## config.mk

```make
export PLATFORM = sky130hd
export DESIGN_NAME = word_accumulator_flat
export DESIGN_NICKNAME = d
export VERILOG_FILES = /design/src/rtl/word_acc_pkg.sv /design/src/rtl/word_accumulator_if.sv /design/src/rtl/word_sequencer.sv /design/src/rtl/word_accumulator.sv /design/src/flat_wrapper.sv
export SDC_FILE = /design/constraint.sdc
export NUM_CORES = 1
export LEC_CHECK = 0
export ABC_AREA = 1
export CORE_AREA = 2 2 39 41
export DETAILED_ROUTE_END_ITERATION = 7
export DIE_AREA = 0 0 41 43
export PLACE_DENSITY = 0.58
export RECOVER_POWER = 50
export SLEW_MARGIN = 20
export SYNTH_ARGS = -nofsm -noshare
export SYNTH_HDL_FRONTEND = slang
export SYNTH_HIERARCHICAL = 1
export SYNTH_SLANG_ARGS = --single-unit
```

## constraint.sdc

```tcl
create_clock -name clk -period 2.45 [get_ports clk]
set_input_delay 0.49 -clock clk [delete_from_list [all_inputs] [get_ports clk]]
set_output_delay 0.49 -clock clk [all_outputs]
set_load 0.01 [all_outputs]
```

## src/rtl/word_acc_pkg.sv

```systemverilog
// Shared defaults for the word accumulator test block: operand width,
// generator length and the default generator sequence (entry 0 in LSBs).
package word_acc_pkg;
  localparam int DEF_WIDTH  = 3;
  localparam int DEF_NWORDS = 4;
  localparam logic [DEF_NWORDS*DEF_WIDTH-1:0] DEF_SEQ = {3'b100, 3'b011, 3'b111, 3'b010};

  typedef logic [DEF_WIDTH-1:0] sum_t;
endpackage

```

## src/rtl/word_accumulator_if.sv

```systemverilog
// Control/observation bundle for word_accumulator.
// master: the controller (drives clear/acc_en/gen_next).
// slave : the accumulator block (drives word/sum/carry).
interface word_accumulator_if
  import word_acc_pkg::*;
#(
  parameter int WIDTH = DEF_WIDTH
);
  logic             clear;
  logic             acc_en;
  logic             gen_next;
  logic [WIDTH-1:0] word;
  logic [WIDTH-1:0] sum;
  logic             carry;

  modport master (output clear, acc_en, gen_next, input word, sum, carry);
  modport slave  (input clear, acc_en, gen_next, output word, sum, carry);
endinterface

```

## src/rtl/word_sequencer.sv

```systemverilog
// Word generator: an index counter that wraps at NWORDS-1 and a mux that
// presents SEQ[index] combinationally, so the word changes on the same edge
// the index advances.
module word_sequencer
  import word_acc_pkg::*;
#(
  parameter int                          WIDTH  = DEF_WIDTH,
  parameter int                          NWORDS = DEF_NWORDS,
  parameter logic [NWORDS*WIDTH-1:0]     SEQ    = DEF_SEQ
) (
  input  logic             clk,
  input  logic             reset,
  input  logic             gen_next,
  output logic [WIDTH-1:0] word
);
  localparam int IDX_W = (NWORDS > 1) ? $clog2(NWORDS) : 1;
  localparam logic [IDX_W-1:0] LAST = IDX_W'(NWORDS - 1);

  logic [NWORDS-1:0][WIDTH-1:0] seq_arr;
  logic [IDX_W-1:0]             idx;

  assign seq_arr = SEQ;

  // index advance with wrap back to entry 0
  always_ff @(posedge clk or negedge reset) begin
    if (!reset)        idx <= '0;
    else if (gen_next) idx <= (idx == LAST) ? '0 : idx + IDX_W'(1);
  end

  assign word = seq_arr[idx];
endmodule

```

## src/rtl/word_accumulator.sv

```systemverilog
// Accumulator test block: word_sequencer feeds a WIDTH-bit adder with
// carry-out. clear beats acc_en; the generator advances independently, so a
// same-edge accumulate always uses the pre-advance word.
// Build option: ACC_SATURATE_EN -- saturating add with a sticky carry flag
// (default: modulo wrap, carry reflects the latest addition only).
module word_accumulator
  import word_acc_pkg::*;
#(
  parameter int                      WIDTH  = DEF_WIDTH,
  parameter int                      NWORDS = DEF_NWORDS,
  parameter logic [NWORDS*WIDTH-1:0] SEQ    = DEF_SEQ
) (
  input  logic               clk,
  input  logic               reset,
  word_accumulator_if.slave  bus
);
  logic [WIDTH-1:0] sum_q;
  logic             carry_q;
  logic [WIDTH:0]   add_full;

  word_sequencer #(
    .WIDTH  (WIDTH),
    .NWORDS (NWORDS),
    .SEQ    (SEQ)
  ) u_seq (
    .clk      (clk),
    .reset    (reset),
    .gen_next (bus.gen_next),
    .word     (bus.word)
  );

  // one extra bit holds the carry-out of sum + word
  assign add_full = {1'b0, sum_q} + {1'b0, bus.word};

  // accumulator register: clear has priority over accumulate
  always_ff @(posedge clk or negedge reset) begin
    if (!reset) begin
      sum_q   <= '0;
      carry_q <= 1'b0;
    end else if (bus.clear) begin
      sum_q   <= '0;
      carry_q <= 1'b0;
    end else if (bus.acc_en) begin
`ifdef ACC_SATURATE_EN
      if (add_full[WIDTH]) begin
        sum_q   <= '1;
        carry_q <= 1'b1;
      end else begin
        // carry is sticky: only clear or reset drops it
        sum_q   <= add_full[WIDTH-1:0];
      end
`else
      {carry_q, sum_q} <= add_full;
`endif
    end
  end

  assign bus.sum   = sum_q;
  assign bus.carry = carry_q;
endmodule

```

## src/flat_wrapper.sv

```systemverilog
// flat-port wrapper written by rule: the top's interface ports become plain ports
module word_accumulator_flat import word_acc_pkg::*;
#(
  parameter int                      WIDTH  = DEF_WIDTH,
  parameter int                      NWORDS = DEF_NWORDS,
  parameter logic [NWORDS*WIDTH-1:0] SEQ    = DEF_SEQ
)
  (clk, reset, bus_clear, bus_acc_en, bus_gen_next, bus_word, bus_sum, bus_carry);
  word_accumulator_if #(.WIDTH(WIDTH)) bus_i ();
  input  logic clk;
  input  logic reset;
  input wire logic [$bits(bus_i.clear)-1:0] bus_clear;
  input wire logic [$bits(bus_i.acc_en)-1:0] bus_acc_en;
  input wire logic [$bits(bus_i.gen_next)-1:0] bus_gen_next;
  output wire logic [$bits(bus_i.word)-1:0] bus_word;
  output wire logic [$bits(bus_i.sum)-1:0] bus_sum;
  output wire logic [$bits(bus_i.carry)-1:0] bus_carry;
  assign bus_i.clear = bus_clear;
  assign bus_i.acc_en = bus_acc_en;
  assign bus_i.gen_next = bus_gen_next;
  assign bus_word = bus_i.word;
  assign bus_sum = bus_i.sum;
  assign bus_carry = bus_i.carry;
  word_accumulator #(.WIDTH(WIDTH), .NWORDS(NWORDS), .SEQ(SEQ)) u_core (.clk(clk), .reset(reset), .bus(bus_i));
endmodule
```

# Yosys cells after proc, flatten, opt, wreduce, memory -nomap -nowiden
# Index checks and enable logic that the tools add are counted.
# classes
n_eq_ne,1
magnitude_cmp,1
n_reduce_logical,1
n_mux,7
n_addsub,2
# op_table
operator,count
3-bit two-way mux,3
3-bit binary-select mux with 2-bit select,1
3-bit by 3-bit adder with 4-bit output,1
"2-bit by 3-bit < comparator with 1-bit output, second input constant",1
"2-bit by 1-bit adder with 2-bit output, second input constant",1
"2-bit equality test, second input constant",1
1-bit two-way mux,2
2-bit two-way mux,1
2-bit nonzero test,1
# totals
reg_bits,6
out_inout_bits,7
inputBits,5
elab_cells,15

# Logic depth before layout (Yosys ltp)
# logic_depth
ltp_word,5
mapped_depth,7
ltp_nobuf,7

# Hierarchy
# The synthesis kept the hierarchy.
# by_module_without_submodules
mod,seq_area_each_um2,area_per_inst_um2,cells_per_inst,n_inst
word_accumulator,100.1,241.5,27,1
word_sequencer,50.0,103.8,13,1

# Least setup slack after synthesis
# OpenSTA, ideal clock, no wires.
# synth_timing
kind,reg-to-reg
from,register u_core.u_seq.idx[0]
to,register u_core.sum_q[2] (netlist: u_core/bus.sum[2])
setup_time_ns,0.116
period_less_slack_ns,1.696
path_buffers,0
t_arrival_ns,1.580
stages_incl_launch_ff,7
t_required_ns,2.334
path_slack_ns,0.754
path_cell_list,dfrtp_1 > ha_1 > ha_1 > fa_1 > xor2_1 > nand2_1 > nand2_1
# synth_between
elab_chain_len,5
# synth_lines
item,line_no,source
"start, declared",word_sequencer.sv:20,logic [IDX_W-1:0] idx;
"start signal, assigned",word_sequencer.sv:27,else if (gen_next) idx <= (idx == LAST) ? '0 : idx + IDX_W'(1);
3-bit binary-select mux with 2-bit select,word_sequencer.sv:30,assign word = seq_arr[idx];
3-bit two-way mux (not written as such),word_sequencer.sv:30,
named net bus_word[0],flat_wrapper.sv:15,output wire logic [$bits(bus_i.word)-1:0] bus_word;
3-bit by 3-bit adder with 4-bit output,word_accumulator.sv:33,"assign add_full = {1'b0, sum_q} + {1'b0, bus.word};"
3-bit two-way mux,word_accumulator.sv:43,end else if (bus.acc_en) begin
3-bit two-way mux,word_accumulator.sv:40,end else if (bus.clear) begin
"end signal, assigned",word_accumulator.sv:53,"{carry_q, sum_q} <= add_full;"
"end, declared",word_accumulator.sv:17,logic [WIDTH-1:0] sum_q;
# The timed path passes the listed nets, and every way through them passes these cells. The select of a mux whose other input is x is not followed.
# A chain may end at the register's enable or synchronous reset.

# Worst setup path in the final report
# layout_timing
from,register u_core.u_seq.idx[0]
to,output port bus_word[1]
# layout_between
elab_chain_len,2
# layout_lines
item,line_no
3-bit binary-select mux with 2-bit select,word_sequencer.sv:30
3-bit two-way mux (not written as such),word_sequencer.sv:30
"end, declared",flat_wrapper.sv:15
# Every way passes these cells. The select of a mux whose other input is x is not followed.

==> impl_metrics.prom <==
# TYPE chip_impl_metric gauge
chip_impl_metric{name="arrival",unit="ns"} 1.57
chip_impl_info{name="worstSetupPathType",value="reg2out"} 1
chip_impl_metric{name="netlist_instances",unit=""} 40
chip_impl_metric{name="diodes",unit=""} 0
chip_impl_info{name="timing.hold.worst.start",value="u_core/bus.carry"} 1
chip_impl_metric{name="timing.final.hold_violations",unit=""} 0
chip_impl_metric{name="synth_seq_area_share",unit="%"} 43.5
chip_impl_metric{name="clk_sink_count",unit=""} 6
chip_impl_info{name="cp_cell_sequence",value="ha_1, inv_1, clkdlybuf4s50_1"} 1
chip_impl_info{name="slowest_library_cell_on_the_worst_path",value="sky130_fd_sc_hd__clkdlybuf4s50_1"} 1
chip_impl_metric{name="ys_types",unit=""} 10
chip_impl_metric{name="cts_setup_buffers",unit=""} 0
chip_impl_metric{name="finish.net_count",unit=""} 65
chip_impl_info{name="clock_tree_from_tritoncts",value="yes"} 1
chip_impl_info{name="most-common-layout-cells",value="sky130_fd_sc_hd__nand2_1, sky130_fd_sc_hd__clkdlybuf4s50_1, sky130_fd_sc_hd__dfrtp_1, sky130_fd_sc_hd__ha_1"} 1
chip_impl_metric{name="yosys_warnings",unit=""} 6
chip_impl_metric{name="synth_top_area_share",unit="%"} 43.5
chip_impl_metric{name="whs_path_depth",unit=""} 2
chip_impl_metric{name="grt_start_max_net_pins",unit=""} 7
chip_impl_metric{name="grt-ovfl-total",unit=""} 0
chip_impl_metric{name="finalCriticalPeriod",unit="ns"} 2.06
chip_impl_info{name="timing.rr.start",value="u_core/u_seq/idx[0]"} 1
chip_impl_info{name="path_delay_family",value="buffers and inverters"} 1
chip_impl_metric{name="floorplan.die_area",unit="mm2"} 0.00176
chip_impl_metric{name="synth_nets",unit=""} 50
chip_impl_metric{name="routabilityCongestion",unit=""} 0.689
chip_impl_info{name="worst_setup_path_start_kind",value="flop"} 1
chip_impl_metric{name="grt.total_usage",unit="%"} 9.49
chip_impl_info{name="run_status",value="complete, no violations"} 1
chip_impl_metric{name="design.portCount",unit=""} 12
chip_impl_metric{name="synthesis.area",unit="um2"} 345
chip_impl_metric{name="vdd_ir_drop_max",unit="V"} 0.000496
chip_impl_metric{name="maxClockFrequency",unit="GHz"} 0.486
chip_impl_metric{name="worstPathBufferInverterCount",unit=""} 2
chip_impl_metric{name="tightestPinTransition",unit="ns"} 0.322
chip_impl_metric{name="critical_path.max_fanout",unit=""} 5
chip_impl_metric{name="critical_path_required",unit="ns"} 1.96
chip_impl_metric{name="cts_htree_levels",unit=""} 1
chip_impl_metric{name="final.setup.tns",unit="ns"} 0
chip_impl_metric{name="antenna_violating_nets_post_route",unit=""} 0
chip_impl_metric{name="first_global_vias",unit=""} 257
chip_impl_metric{name="clkLatencyLatePin",unit="ns"} 0.25
chip_impl_metric{name="postSynthAreaPerCell",unit="um2"} 8.63
chip_impl_metric{name="area_growth_syn_to_layout",unit="%"} 42.0
chip_impl_metric{name="vias",unit=""} 273
chip_impl_info{name="worstReg2RegEnd",value="u_core/bus.sum[2]"} 1
chip_impl_metric{name="vias_per_cell",unit=""} 3.96
chip_impl_metric{name="post_drt_wl_per_cell",unit="um"} 10.1
chip_impl_metric{name="pre_cts_slack",unit="ns"} 0.639
chip_impl_info{name="clockRootBuffer",value="sky130_fd_sc_hd__clkbuf_4"} 1
chip_impl_info{name="yosys-top-cells-area",value="sky130_fd_sc_hd__dfrtp_1, sky130_fd_sc_hd__nand2_1, sky130_fd_sc_hd__ha_1, sky130_fd_sc_hd__fa_1, sky130_fd_sc_hd__nor2_2"} 1
chip_impl_metric{name="floorplan.initialDensity",unit="%"} 25.0
chip_impl_metric{name="die_x",unit="um"} 41
chip_impl_metric{name="tritoncts.num_buffers",unit=""} 3
chip_impl_metric{name="worst-r2r-cell-count",unit=""} 6
chip_impl_metric{name="report.final.setup_viol",unit=""} 0
chip_impl_metric{name="n_fill_cell",unit=""} 146
chip_impl_metric{name="total_power",unit="mW"} 0.591
chip_impl_info{name="grt_setup_unrepaired",value="false"} 1
chip_impl_metric{name="first_pass_grt_wire_length",unit="um"} 1050
chip_impl_metric{name="finalClockSkew",unit="ns"} 0.00663
chip_impl_metric{name="drive_above_1_share",unit="%"} 9.43
chip_impl_info{name="worst_setup_path_end_kind",value="output port"} 1
chip_impl_metric{name="fin_crit_sh",unit="%"} 84.0
chip_impl_metric{name="post-route-worst-setup-slack",unit="ns"} 0.392
chip_impl_metric{name="drt_drc",unit=""} 0
chip_impl_metric{name="cts_hold_repair.buffers",unit=""} 0
chip_impl_info{name="whs_endpoint",value="u_core/bus.carry"} 1
chip_impl_metric{name="portBuffers",unit=""} 11
chip_impl_metric{name="finalCoreUtilization",unit="%"} 35.4
chip_impl_metric{name="pwr_density_cell",unit="mW/mm2"} 1200
chip_impl_metric{name="cts_max_path_buffers",unit=""} 2
chip_impl_info{name="yosys.area.top_type",value="sky130_fd_sc_hd__dfrtp_1"} 1
chip_impl_metric{name="postLayoutCellArea",unit="um2"} 490
chip_impl_metric{name="synth.ff_latch_count",unit=""} 6
chip_impl_metric{name="worst-r2r-setup-slack",unit="ns"} 0.71
chip_impl_metric{name="clk_pin_slew",unit="ns"} 0.05
chip_impl_metric{name="die_y",unit="um"} 43
chip_impl_info{name="hold_removal_path_class",value="reg2reg"} 1
chip_impl_metric{name="worst_path_max_stage_delay",unit="ns"} 0.55
chip_impl_metric{name="maxSlewHeadroom",unit="%"} 78.5
chip_impl_metric{name="max_cap_violations",unit=""} 0
chip_impl_metric{name="first_pass_iters",unit=""} 4
chip_impl_info{name="layout_commonest_cell",value="sky130_fd_sc_hd__nand2_1"} 1
chip_impl_metric{name="cts_resized",unit=""} 0
chip_impl_metric{name="design.core.area",unit="mm2"} 0.00138
chip_impl_metric{name="detail_route.wirelength",unit="um"} 698
chip_impl_metric{name="initialDrtViolationCount",unit=""} 8
chip_impl_metric{name="std_cell_rows",unit=""} 14
chip_impl_metric{name="power_leakage",unit="nW"} 0.251
chip_impl_metric{name="placed_cell_area",unit="um2"} 468
chip_impl_metric{name="place.detailed.hpwl",unit="um"} 515
chip_impl_metric{name="grt_antenna_before_repair",unit=""} 0
chip_impl_metric{name="timing_max_transition_violations_final",unit=""} 0
-- layout make-up --
| class | instances | area, um2 | share of cell area (%) |
|---|---|---|---|
| clock buffer | 3 | 22.5 | 4.59 |
| inverter | 3 | 11.3 | 2.30 |
| multi-input combinational | 30 | 176 | 36.0 |
| sequential | 6 | 150 | 30.6 |
| tap | 16 | 20.0 | 4.08 |
| timing repair buffer | 11 | 110 | 22.4 |
-- per-layer routing --
layer	track usage, %	wire [um]	vias to the layer above
met5	0	0	-
met4	12.0	0	0
met3	1.57	33	0
met2	9.06	279	10
met1	14.4	386	111
li1	-	-	152
-- metrics by stage --
| stage | hold slack [ns] | instances |
|---|---|---|
| after floorplan | 0.194 | 40 |
| after detailed placement | 0.467 | 66 |
| after CTS | 0.484 | 69 |
| final | 0.486 | 69 |
| after global placement | 0.472 | 66 |
| after global routing | 0.512 | 69 |
-- worst max path at each step --
stage,startpoint,end,slack (ns),cells past startpoint
after floorplan,u_core/u_seq/idx[0],u_core/bus.sum[2],0.75,6
after global placement,u_core/u_seq/idx[0],bus_word[1],0.66,3
after detailed placement,u_core/u_seq/idx[0],bus_word[1],0.64,3
after CTS,u_core/u_seq/idx[0],bus_word[1],0.37,3
after global routing,u_core/u_seq/idx[0],bus_word[1],0.31,3
final,u_core/u_seq/idx[0],bus_word[1],0.39,3
-- power by group --
part / total (mW) / internal [mW] / switching (mW)
combinational: 0.321 / 0.171 / 0.149
sequential: 0.174 / 0.140 / 0.0346
clock: 0.0955 / 0.0557 / 0.0398
-- registers in the layout, indices dropped and copies added (netlist names) --
signal and count:
u_core/bus.carry 1, u_core/u_seq/idx 2, u_core/bus.sum 3
-- worst reg2reg max path, delay by kind of cell, from the launching register on --
kind	cells	cell delay [ns]
flip-flops	1	0.42
XOR/XNOR	1	0.15
adder cells (fa/ha/maj)	3	0.98
AND/OR/NAND/NOR	2	0.09
-- logic make-up after synthesis --
kind of cell  after synthesis  synth area share, %
flops                       6                 43.5
simple gates               24                 28.3
fa+ha+maj                   5                 20.3
buf+inv                     4                 5.44
xor+xnor                    1                 2.54
-- Yosys cell counts --
library cell / n
sky130_fd_sc_hd__dfrtp_1: 6
sky130_fd_sc_hd__ha_1: 4
sky130_fd_sc_hd__inv_1: 3
sky130_fd_sc_hd__fa_1: 1
sky130_fd_sc_hd__xor2_1: 1
sky130_fd_sc_hd__nor2_1: 1
sky130_fd_sc_hd__buf_4: 1
sky130_fd_sc_hd__nor2_2: 2
sky130_fd_sc_hd__nand2_1: 19
sky130_fd_sc_hd__nand3_1: 2
No activity file was read; power rests on OpenSTA's default activity.
